### src/rtl/mpi_pkg.sv
`default_nettype none
// +----------------------------------------------------------------------+
// | mpi_pkg : shared types and constants for the MPI bus-target slave     |
// | Rev 1.0                                                               |
// +----------------------------------------------------------------------+
package mpi_pkg;

   localparam int c_SYNC_STAGES = 2;

   localparam logic [1:0] c_BE_NONE = 2'b00;
   localparam logic [1:0] c_BE_LOW  = 2'b01;
   localparam logic [1:0] c_BE_HIGH = 2'b10;
   localparam logic [1:0] c_BE_WORD = 2'b11;

   typedef enum logic [3:0] {
      ST_IDLE    = 4'd0,
      ST_ADDR    = 4'd1,
      ST_RD_REQ  = 4'd2,
      ST_RD_WAIT = 4'd3,
      ST_RD_RPLY = 4'd4,
      ST_WR_REQ  = 4'd5,
      ST_WR_WAIT = 4'd6,
      ST_WR_RPLY = 4'd7,
      ST_DONE    = 4'd8
   } state_t;

endpackage
`default_nettype wire

### src/rtl/mpi_sync2.sv
`default_nettype none
// +----------------------------------------------------------------------+
// | mpi_sync2 : multi-bit flop-chain synchronizer with reset preset value |
// | Rev 1.0                                                               |
// +----------------------------------------------------------------------+
module mpi_sync2
   import mpi_pkg::*;
#(
   parameter int               WIDTH     = 1,
   parameter logic [WIDTH-1:0] RESET_VAL = '1
) (
   input  logic             clk,
   input  logic             rst,
   input  logic [WIDTH-1:0] i_d,
   output logic [WIDTH-1:0] o_q
);

   logic [WIDTH-1:0] r_stage [c_SYNC_STAGES];

   always_ff @(posedge clk) begin
      if (rst) begin
         for (int i = 0; i < c_SYNC_STAGES; i++) begin
            r_stage[i] <= RESET_VAL;
         end
      end else begin
         r_stage[0] <= i_d;
         for (int i = 1; i < c_SYNC_STAGES; i++) begin
            r_stage[i] <= r_stage[i-1];
         end
      end
   end

   assign o_q = r_stage[c_SYNC_STAGES-1];

endmodule
`default_nettype wire

### src/rtl/mpi_slave_resp.sv
`default_nettype none
// +----------------------------------------------------------------------+
// | mpi_slave_resp : MPI bus target, turns bus cycles into local mem reqs |
// | Rev 1.0                                                               |
// +----------------------------------------------------------------------+
module mpi_slave_resp
   import mpi_pkg::*;
#(
   parameter logic [15:0] BASE = 16'o160000,
   parameter logic [15:0] MASK = 16'o170000,
   parameter int unsigned WAIT = 0
) (
   input  logic        CLK,
   input  logic        RESET,
   input  logic [15:0] nAD_IN,
   output logic [15:0] nAD_OUT,
   output logic        AD_OE,
   input  logic        nSYNC,
   input  logic        nDIN,
   input  logic        nDOUT,
   input  logic        nWTBT,
   output logic        nRPLY,
   output logic [14:0] MEM_ADDR,
   output logic        MEM_RD,
   output logic        MEM_WE,
   output logic [1:0]  MEM_BE,
   output logic [15:0] MEM_WDATA,
   input  logic [15:0] MEM_RDATA,
   input  logic        MEM_ACK
);

   localparam logic [3:0] c_WAIT = 4'(WAIT);

   logic [15:0] w_ad_n;
   logic [3:0]  w_strb_n;
   logic        w_sync_n, w_din_n, w_dout_n, w_wtbt_n;
   logic        w_hit;

   state_t      r_state;
   logic        r_sync_q;
   logic [15:0] r_addr;
   logic [15:0] r_ad_out;
   logic        r_ad_oe;
   logic        r_rply_n;
   logic        r_mem_rd;
   logic        r_mem_we;
   logic [1:0]  r_be;
   logic [15:0] r_wdata;
   logic [3:0]  r_cnt;

   // AD and strobes share the same stage count so the data stays aligned
   mpi_sync2 #(.WIDTH(16), .RESET_VAL(16'hFFFF)) u_sync_ad (
      .clk (CLK),
      .rst (RESET),
      .i_d (nAD_IN),
      .o_q (w_ad_n)
   );

   mpi_sync2 #(.WIDTH(4), .RESET_VAL(4'hF)) u_sync_strb (
      .clk (CLK),
      .rst (RESET),
      .i_d ({nSYNC, nDIN, nDOUT, nWTBT}),
      .o_q (w_strb_n)
   );

   assign {w_sync_n, w_din_n, w_dout_n, w_wtbt_n} = w_strb_n;
   assign w_hit = ((~w_ad_n & MASK) == (BASE & MASK));

   always_ff @(posedge CLK) begin
      if (RESET) begin
         r_state  <= ST_IDLE;
         r_sync_q <= 1'b1;
         r_addr   <= 16'h0000;
         r_ad_out <= 16'hFFFF;
         r_ad_oe  <= 1'b0;
         r_rply_n <= 1'b1;
         r_mem_rd <= 1'b0;
         r_mem_we <= 1'b0;
         r_be     <= c_BE_NONE;
         r_wdata  <= 16'h0000;
         r_cnt    <= 4'd0;
      end else begin
         r_sync_q <= w_sync_n;
         r_mem_rd <= 1'b0;
         r_mem_we <= 1'b0;
         if (r_state != ST_IDLE && w_sync_n) begin
            r_state  <= ST_IDLE;
            r_ad_oe  <= 1'b0;
            r_rply_n <= 1'b1;
            r_ad_out <= 16'hFFFF;
         end else begin
            case (r_state)
               ST_IDLE: begin
                  if (r_sync_q && !w_sync_n) begin
                     r_addr  <= ~w_ad_n;
                     r_state <= w_hit ? ST_ADDR : ST_DONE;
                  end
               end
               ST_ADDR: begin
                  if (!w_din_n) begin
                     r_mem_rd <= 1'b1;
                     r_be     <= c_BE_WORD;
                     r_state  <= ST_RD_REQ;
                  end else if (!w_dout_n) begin
                     r_wdata  <= ~w_ad_n;
                     r_be     <= !w_wtbt_n ? (r_addr[0] ? c_BE_HIGH : c_BE_LOW)
                                           : c_BE_WORD;
                     r_mem_we <= 1'b1;
                     r_state  <= ST_WR_REQ;
                  end
               end
               ST_RD_REQ: r_state <= ST_RD_WAIT;
               ST_RD_WAIT: begin
                  if (MEM_ACK) begin
                     r_ad_out <= ~MEM_RDATA;
                     r_ad_oe  <= 1'b1;
                     r_cnt    <= c_WAIT;
                     if (c_WAIT == 4'd0) r_rply_n <= 1'b0;
                     r_state  <= ST_RD_RPLY;
                  end
               end
               ST_RD_RPLY: begin
                  if (w_din_n) begin
                     r_rply_n <= 1'b1;
                     r_ad_oe  <= 1'b0;
                     r_ad_out <= 16'hFFFF;
                     r_state  <= ST_ADDR;
                  end else if (r_cnt != 4'd0) begin
                     r_cnt <= r_cnt - 4'd1;
                     if (r_cnt == 4'd1) r_rply_n <= 1'b0;
                  end
               end
               ST_WR_REQ: r_state <= ST_WR_WAIT;
               ST_WR_WAIT: begin
                  if (MEM_ACK) begin
                     r_cnt   <= c_WAIT;
                     if (c_WAIT == 4'd0) r_rply_n <= 1'b0;
                     r_state <= ST_WR_RPLY;
                  end
               end
               ST_WR_RPLY: begin
                  if (w_dout_n) begin
                     r_rply_n <= 1'b1;
                     r_state  <= ST_ADDR;
                  end else if (r_cnt != 4'd0) begin
                     r_cnt <= r_cnt - 4'd1;
                     if (r_cnt == 4'd1) r_rply_n <= 1'b0;
                  end
               end
               ST_DONE: r_state <= ST_DONE;
               default: r_state <= ST_IDLE;
            endcase
         end
      end
   end

   assign nAD_OUT   = r_ad_out;
   assign AD_OE     = r_ad_oe;
   assign nRPLY     = r_rply_n;
   assign MEM_ADDR  = r_addr[15:1];
   assign MEM_RD    = r_mem_rd;
   assign MEM_WE    = r_mem_we;
   assign MEM_BE    = r_be;
   assign MEM_WDATA = r_wdata;

endmodule
`default_nettype wire

### config.mk
export PLATFORM = sky130hd
export DESIGN_NAME = mpi_slave_resp
export DESIGN_NICKNAME = d
export VERILOG_FILES = /design/src/rtl/mpi_pkg.sv /design/src/rtl/mpi_sync2.sv /design/src/rtl/mpi_slave_resp.sv
export SDC_FILE = /design/constraint.sdc
export NUM_CORES = 1
export LEC_CHECK = 0
export CAP_MARGIN = 20
export CORE_ASPECT_RATIO = 0.75
export CORE_MARGIN = 5
export CORE_UTILIZATION = 35
export CTS_CLUSTER_DIAMETER = 150
export DETAILED_ROUTE_END_ITERATION = 12
export PLACE_DENSITY_LB_ADDON = 0.2
export SLEW_MARGIN = 20
export SYNTH_ARGS = -nofsm -noshare
export SYNTH_HDL_FRONTEND = slang
export SYNTH_SLANG_ARGS = --single-unit
### constraint.sdc
create_clock -name CLK -period 2 [get_ports CLK]
set_clock_uncertainty 0.15 [all_clocks]
set_input_delay 0.3 -clock CLK [delete_from_list [all_inputs] [get_ports CLK]]
set_output_delay 0.3 -clock CLK [all_outputs]
set_load 0.01 [all_outputs]
After elaboration in Yosys (flattened, before gate mapping)
Memory sizes are Yosys's and may differ from the RTL's.
Cells that the tools add are included.
- add/sub/neg operators: 1
- equality and inequality tests: 20
- muxes and demuxes: 39
- bitwise operators: 10
- reduce and logical (&&, ||, !) cells: 19
- operators with widths (cell ; number):
    2-to-1 mux 16 bit ; 4
    2-to-1 mux 4 bit ; 14
    one-hot mux 4 bit (9 select lines) ; 1
    NOT 16 bit ; 2
    one-hot mux 16 bit (2 select lines) ; 1
    == test 4 x 3 -> 1 bit, second input constant ; 4
    != test 2 bit, second input constant ; 8
    2-to-1 mux 1 bit ; 12
    one-hot mux 4 bit (3 select lines) ; 1
    AND reduction 3 bit ; 3
    == test 4 x 1 -> 1 bit, second input constant ; 2
    == test 4 x 2 -> 1 bit, second input constant ; 2
    == test 4 bit, second input constant ; 2
    2-to-1 mux 2 bit ; 4
    nonzero test 4 bit ; 2
    AND reduction 6 bit ; 1
    AND reduction 5 bit ; 1
    logical NOT 4 bit ; 1
    NOT 1 bit ; 4
    OR 1 bit ; 4
    AND reduction 4 bit ; 1
    OR reduction 2 bit ; 2
    OR reduction 4 bit ; 1
    subtractor 4 x 1 -> 4 bit, second input constant ; 1
    other kinds (10) ; 11
- register bits: 63
- bits in writable memories: 40
- output and inout port bits: 53
- logic and storage cells: 102
- memories kept: 2
- memories (memory ; depth ; bits a word ; read ports ; clocked after Yosys merged registers in ; wr ports ; line ; RTL):
    u_sync_ad.r_stage ; 2 ; 16 ; 2 ; 0 ; 2 ; mpi_sync2.sv:18 ; logic [WIDTH-1:0] r_stage [c_SYNC_STAGES];
    u_sync_strb.r_stage ; 2 ; 4 ; 2 ; 0 ; 2 ; mpi_sync2.sv:18 ;

Depth between registers and ports, before layout
Gate-level depths: netlist of run 1.
- depth after elaboration: 5
- depth in mapped cells: 7
- gate-level depth less buffers: 6

Modules after synthesis
A second synthesis of run 1 with hierarchy kept.
- cells, all modules: 420
- area, all modules: 4000.1 µm²
- by module, submodules not included (module ; instances ; cells an instance ; area each (µm²) ; sequential area each (µm²)):
    mpi_slave_resp ; 1 ; 317 ; 2765.2 ; 1261.2
    mpi_sync2 (u_sync_ad) ; 1 ; 83 ; 994.7 ; 640.6
    mpi_sync2 (u_sync_strb) ; 1 ; 20 ; 240.2 ; 160.2

Worst setup path after synthesis of run 1
Ideal clock, no wire load.
- path type: flip-flop to flip-flop
- start point: register r_state[2]
- end point: register r_wdata[12], in the netlist MEM_WDATA[12]
- library setup time: 0.081 ns
- arrival time: 1.650 ns
- setup slack: 0.119 ns
- cell stages (with the launch flop): 6
- clock period less this slack: 1.881 ns
- path through: dfxtp_1 or4b_4 nor4b_4 buf_6 nor2_1 a211oi_2
- cells in the longest elaborated chain, start to end: 4
- ends and longest elaborated chain (what ; line ; RTL):
    from (decl) ; mpi_slave_resp.sv:39 ; state_t r_state;
    from (signal assigned) ; mpi_slave_resp.sv:96 ; r_state <= w_hit ? ST_ADDR : ST_DONE;
    nonzero test 4 bit ; mpi_slave_resp.sv:86 ; if (r_state != ST_IDLE && w_sync_n) begin
    logical AND 1 bit ; mpi_slave_resp.sv:86 ;
    NOT 1 bit (no line) ; n/a ;
    AND reduction 4 bit (no line) (*) ; n/a ;
    to (signal assigned) ; mpi_slave_resp.sv:105 ; r_wdata <= ~w_ad_n;
    to (decl) ; mpi_slave_resp.sv:48 ; logic [15:0] r_wdata;
Every way passes the cells marked *; elsewhere a longest branch is shown, timed or not.
A chain may end at the register's enable or synchronous reset.

Worst setup path after layout of run 1
- start point: register r_state[2]
- end point: register r_wdata[1], in the netlist MEM_WDATA[1]
The elaborated chain is that of the path after synthesis.

==> results of run 1 <==
[cell usage in the layout (no fill, tap or decap), types with 2 or more instances in the layout]
master             n
dfxtp_2            3
or2_2             42
nand2b_1           7
nor2_1            39
dfxtp_1          100
nand2_1           24
nor2b_1            4
and3_1             2
o22ai_1           17
buf_12             5
or3_1              3
a41oi_1            3
inv_1             22
a211o_1            2
a211oi_2          15
ha_1               3
o21ai_0            5
clkbuf_16         11
o31a_1             2
and4b_1            2
buf_4             14
a21oi_1            6
clkbuf_8           2
nor3_1             4
a211oi_1          19
mux2i_1            3
clkdlybuf4s50_1   90
a2111oi_0          2
[cell usage after synthesis (2+ instances only)]
| master | count | share of area (%) |
|---|---|---|
| nor3_1 | 4 | 0.51 |
| dfxtp_1 | 103 | 53 |
| o21ai_0 | 5 | 0.64 |
| a211o_1 | 2 | 0.45 |
| o22ai_1 | 18 | 2.9 |
| nor2b_1 | 5 | 0.80 |
| o31a_1 | 2 | 0.45 |
| inv_1 | 22 | 2.1 |
| buf_6 | 2 | 0.57 |
| a211oi_1 | 21 | 4.0 |
| nor3b_1 | 2 | 0.38 |
| or3_1 | 3 | 0.48 |
| and3_1 | 2 | 0.32 |
| or2_2 | 42 | 6.7 |
| ha_1 | 3 | 0.96 |
| buf_2 | 6 | 0.77 |
| a41oi_1 | 3 | 0.67 |
| clkbuf_1 | 19 | 1.8 |
| nand2b_1 | 7 | 1.1 |
| a2111oi_0 | 2 | 0.45 |
| nor2_1 | 39 | 3.7 |
| nand2_1 | 24 | 2.3 |
| a211oi_2 | 13 | 4.1 |
| a21oi_1 | 6 | 0.77 |
| buf_4 | 18 | 3.4 |
| and4b_1 | 2 | 0.51 |
| mux2i_1 | 3 | 0.77 |
[layer usage]
| layer | GRT usage, % | share of wire [%] | wire length [µm] |
|---|---|---|---|
| met3 | 3.53 | 4.3 | 383 |
| met4 | 4.93 | 1.2 | 107 |
| met5 | 0 | 0 | 0 |
| met2 | 19.8 | 44 | 3950 |
| met1 | 17.1 | 50 | 4490 |
[metrics by stage]
| step | utilization [%] | hold slack [ns] | setup TNS [ns] | power [mW] |
|---|---|---|---|---|
| after floorplan | - | 0.239 | 0 | 2.38 |
| after global routing | 49.1 | 0.269 | -0.213 | 4.43 |
| after detailed placement | 45.1 | 0.242 | -0.00799 | 2.52 |
| after global placement | 45.1 | 0.242 | 0 | 2.51 |
| final | 49.1 | 0.256 | 0 | 4.25 |
| after CTS | 47.9 | 0.247 | 0 | 4.30 |
[repair_timing]
item                       4_1_cts  5_1_grt
setup endpoints to repair        0       21
setup buffers                    0        2
gates resized for setup          0       10
[layout make-up]
class	instances	area (µm²)	share of cell area [%]
clock inverters	4	51.3	0.955
flip-flops and latches	103	2070	38.5
well taps	140	175	3.26
clock buffers	12	256	4.78
repair buffers	114	1190	22.1
multi-input cells	232	1550	28.9
inverters	22	82.6	1.54
[logic make-up (layout without fill, tap and decap cells)]
logic type,after synthesis,count (layout),synth area share [%]
xor gates and xnor gates,1,1,0.223
AOI/OAI and AO/OA,83,83,16.9
buffers and inverters,67,152,8.70
muxes,3,3,0.765
and+or+nand+nor,142,142,20.0
adders and majority gates,3,3,0.956
DFF,103,103,52.5
[power groups by stage]
stage / combinational, mW / clock, mW / sequential, mW
floorplan: 0.200 / 0 / 2.18
global placement: 0.324 / 0 / 2.19
detailed placement: 0.329 / 0 / 2.19
CTS: 0.330 / 1.83 / 2.14
global route: 0.368 / 1.91 / 2.15
finish: 0.332 / 1.77 / 2.14
[final timing paths]
check | slack [ns] | start | cells past startpoint | end
setup / recovery | 0.04 | r_state[2] | 6 | MEM_WDATA[1]
hold / removal | 0.26 | u_sync_ad.r_stage[0][15] | 1 | u_sync_ad.r_stage[0][31]
setup reg to reg | 0.04 | r_state[2] | 6 | MEM_WDATA[1]
hold reg to reg | 0.26 | u_sync_ad.r_stage[0][15] | 1 | u_sync_ad.r_stage[0][31]
[critical path, cell delays in order (launching register included)]
cell and delay (ns):
dfxtp_2 0.34, or4b_4 0.57, nor4b_4 0.28, buf_6 0.17
buf_12 0.11, clkbuf_16 0.16, a211oi_1 0.07
[flip-flops by register name (all words and copies together) (netlist names)]
| name | count |
|---|---|
| nAD_OUT | 16 |
| u_sync_strb.r_stage | 8 |
| r_addr | 16 |
| nRPLY | 1 |
| MEM_WDATA | 16 |
| MEM_BE | 2 |
| r_cnt | 4 |
| r_state | 4 |
| r_sync_q | 1 |
| AD_OE | 1 |
| MEM_RD | 1 |
| MEM_WE | 1 |
| u_sync_ad.r_stage | 32 |
==> results.json, run 1 <==
{
  "status": "completed",
  "cap_violations": 0,
  "route.detailed.drc": 0,
  "arrival_ns": 2.03,
  "htreeDepth": 3,
  "synth-seq-area-share_pct": 52.5,
  "async_flop_share_pct": 0,
  "slew_violations": 0,
  "switchingPower_mw": 0.904,
  "crit_required_ns": 2.07,
  "ir_drop_v": 0.000418,
  "syn_avg_cell_area_um2": 9.76,
  "overflow": 0,
  "relSlewSlack_pct": 64.2,
  "seqPwrFrac_pct": 50.5,
  "power_density_nw_per_um2": 791,
  "grt_max_degree": 46,
  "dp.final_hpwl_um": 6000,
  "gp_congestion": 0.804,
  "swShare_pct": 21.3,
  "wl_per_cell_um": 14.2,
  "crit_fanout": 8,
  "design_area_um2": 5370,
  "start_util_pct": 35.9,
  "cts_root_buf": "clkbuf_16",
  "p_leak_nw": 2.02,
  "ios": 92,
  "pwr-share-comb_pct": 7.8,
  "final_antenna_net_count": 0,
  "yosysUniqueCellTypes": 51,
  "wl_um": 8930,
  "syn_inst": 402,
  "port_buffers": 91,
  "setup_violations": 0,
  "setup_slack_ns": 0.0350,
  "drt_iter0_markers": 130,
  "post_dp_cell_area_um2": 4930,
  "cts_buffer_depth": 2,
  "hold_class": "flip-flop to flip-flop",
  "fin_cells": 627,
  "synthesis.area_um2": 3930,
  "cp-end-kind": "flip-flop",
  "critPathLaunchType": "flip-flop",
  "timing.fmax_mhz": 509,
  "die_area_um2": 13500,
  "chipHeight_um": 102,
  "hold_violations": 0,
  "period_minus_slack_ns": 1.96,
  "min_period_over_period_pct": 98.2,
  "grt_setup_unrepaired": "yes",
  "synth_edf_count": 0,
  "die_x_um": 132,
  "cts_tree": "built",
  "numCtsBuffers": 9,
  "cts_hold_buffers": 0,
  "nets": 524,
  "drive_above_1_share_pct": 22.2,
  "grt_pass1_wl_um": 14100,
  "ys_warn_count": 0,
  "worst_slew_pin_slew_ns": 0.538,
  "ys.flop_type": "dfxtp_1",
  "power_frac_clock_pct": 41.7,
  "antenna_found_initial": 0,
  "cts.sinks": 103,
  "clk_latency_ns": 0.33,
  "area_growth_pct": 36.9,
  "fillers": 1025,
  "dp.cells": 606,
  "viasPerCell": 4.78,
  "clkTransAtPathRegs_ns": 0.07,
  "post-place-ws_ns": -0.00799,
  "syn_nets": 444,
  "grt_pass1_vias": 2863,
  "critPathKind": "flip-flop to flip-flop",
  "drtPass1Iterations": 4,
  "num_antenna_cells": 0,
  "internal_power_mw": 3.34,
  "track_usage_pct": 12.8,
  "dr_total_vias": 2998,
  "synth-seq-cells": 103,
  "rows": 33,
  "core_area_um2": 10900
}
No activity file was read; power rests on OpenSTA's default activity.
==> run 2, diff against run 1 <==
- CORE_MARGIN: 5 -> not set
==> run 2 against run 1 <==
Effect of this change:
- wire length fell by 6.7%
- die area down 13%
- sequential power hardly changed
- critical path type unchanged
==> results.json, run 2 (synthesized netlist as in run 1, its figures left out) <==
{
  "status": "completed",
  "setup_slack_ns": 0.0300,
  "port_buffers": 91,
  "track_usage_pct": 14.0,
  "core_area_um2": 10900,
  "die_area_um2": 11600,
  "drive_above_1_share_pct": 22.5,
  "grt_pass1_vias": 2667,
  "top_register": "u_sync_ad.r_stage",
  "cts.sinks": 103,
  "drt_iter0_markers": 115,
  "chipHeight_um": 93.7,
  "p_leak_nw": 2.03,
  "slew_violations": 0,
  "setup_violations": 0,
  "crit_fanout": 8,
  "slowest_stage": "or4b_4",
  "grt_pass1_wl_um": 13200,
  "die_x_um": 124,
  "fin_cells": 629,
  "period_minus_slack_ns": 1.97,
  "arrival_ns": 2.08,
  "drtPass1Iterations": 6,
  "gp_congestion": 0.789,
  "critPathLaunchType": "flip-flop",
  "grt_max_degree": 42,
  "clkTransAtPathRegs_ns": 0.07,
  "cts_tree": "built",
  "cp-end-kind": "flip-flop",
  "grt_setup_unrepaired": "yes",
  "critPathKind": "flip-flop to flip-flop",
  "final_cell_mix": "dfxtp_1 (100), clkdlybuf4s50_1 (90), or2_2 (42), nor2_1 (39), nand2_1 (24)",
  "viasPerCell": 4.77,
  "antenna_found_initial": 0,
  "ios": 92,
  "overflow": 0,
  "ir_drop_v": 0.000399,
  "dp.final_hpwl_um": 5630,
  "largest_register_ffs": 32,
  "rows": 33,
  "worst_slew_pin_slew_ns": 0.543,
  "cts_hold_buffers": 0,
  "hold_class": "flip-flop to flip-flop",
  "num_antenna_cells": 0,
  "dp.cells": 608,
  "slowest_delay_ns": 0.58,
  "crit_required_ns": 2.11,
  "fin_util_pct": 49.1,
  "wl_per_cell_um": 13.3,
  "htreeDepth": 3,
  "hold_violations": 0,
  "mostFrequentLayoutCell": "dfxtp_1",
  "numCtsBuffers": 9,
  "cp_cell_sequence": "or4b_4 > nor4b_4 > buf_6 > clkbuf_16 > nor2_1 > a211oi_2",
  "post-place-ws_ns": -0.0307,
  "fillers": 1030,
  "dr_total_vias": 3000,
  "final.setup.tns_ns": 0,
  "cap_violations": 0,
  "power_density_nw_per_um2": 812,
  "route.detailed.drc": 0,
  "area_growth_pct": 36.9,
  "final_antenna_net_count": 0,
  "clk_latency_ns": 0.34,
  "min_period_over_period_pct": 98.5,
  "cts_buffer_depth": 2,
  "relSlewSlack_pct": 63.8,
  "cts_root_buf": "clkbuf_16",
  "timing.fmax_mhz": 508,
  "start_util_pct": 35.9,
  "finalPower_mw": 4.36,
  "nets": 526,
  "wl_um": 8340
}
[run 2: cell types whose count changed in the layout (fill, tap and decap cells not counted), sizes merged]
cell	previous run	this run
buf	22	24
bufinv	1	2
clkbuf	14	12
clkinv	1	2
[run 2: final timing paths]
check / cells past startpoint / to / startpoint / slack, ns
max: 6 / MEM_WDATA[6] / r_state[2] / 0.03
min reg2reg: 1 / u_sync_ad.r_stage[0][24] / u_sync_ad.r_stage[0][8] / 0.26
min: 1 / u_sync_ad.r_stage[0][24] / u_sync_ad.r_stage[0][8] / 0.26
max reg2reg: 6 / MEM_WDATA[6] / r_state[2] / 0.03
[run 2: stage by stage]
stage / hold slack [ns] / cell area [µm²]
after global routing: 0.272 / 5380
after detailed placement: 0.244 / 4940
after CTS: 0.260 / 5270
after floorplan: 0.239 / 3930
after global placement: 0.242 / 4940
final: 0.259 / 5380
[run 2: area by class of cell]
type / instances / area, µm² / area share (%)
clock buffers: 10 / 239 / 4.45
repair buffers: 116 / 1180 / 22.0
clock inverters: 6 / 92.6 / 1.72
inverters: 22 / 82.6 / 1.54
multi-input cells: 232 / 1540 / 28.6
well taps: 140 / 175 / 3.26
flip-flops and latches: 103 / 2070 / 38.4
[run 2: power by group]
group / switching [mW] / internal (mW) / total (mW)
clock: 0.751 / 1.14 / 1.89
combinational: 0.139 / 0.190 / 0.329
sequential: 0.0317 / 2.11 / 2.14
total: 0.922 / 3.44 / 4.36
[run 2: repair_timing]
action | CTS | global route
buffers inserted | 0 | 2
resized for setup | 0 | 9
setup endpoints to repair | 0 | 18
[run 2: layer usage]
layer	GRT usage (%)	share of wire, %	wire length (µm)
met2	21.2	45	3790
met5	0	0	0
met1	18.9	49	4080
met3	4.73	4.7	393
met4	4.32	0.90	75
[run 2: worst max-delay path: cells and delay by family, from the launching register on]
family,cells,cell delay [ns]
and+or+nand+nor,3,0.92
buffers and inverters,2,0.32
AOI/OAI and AO/OA,1,0.18
DFF,1,0.33
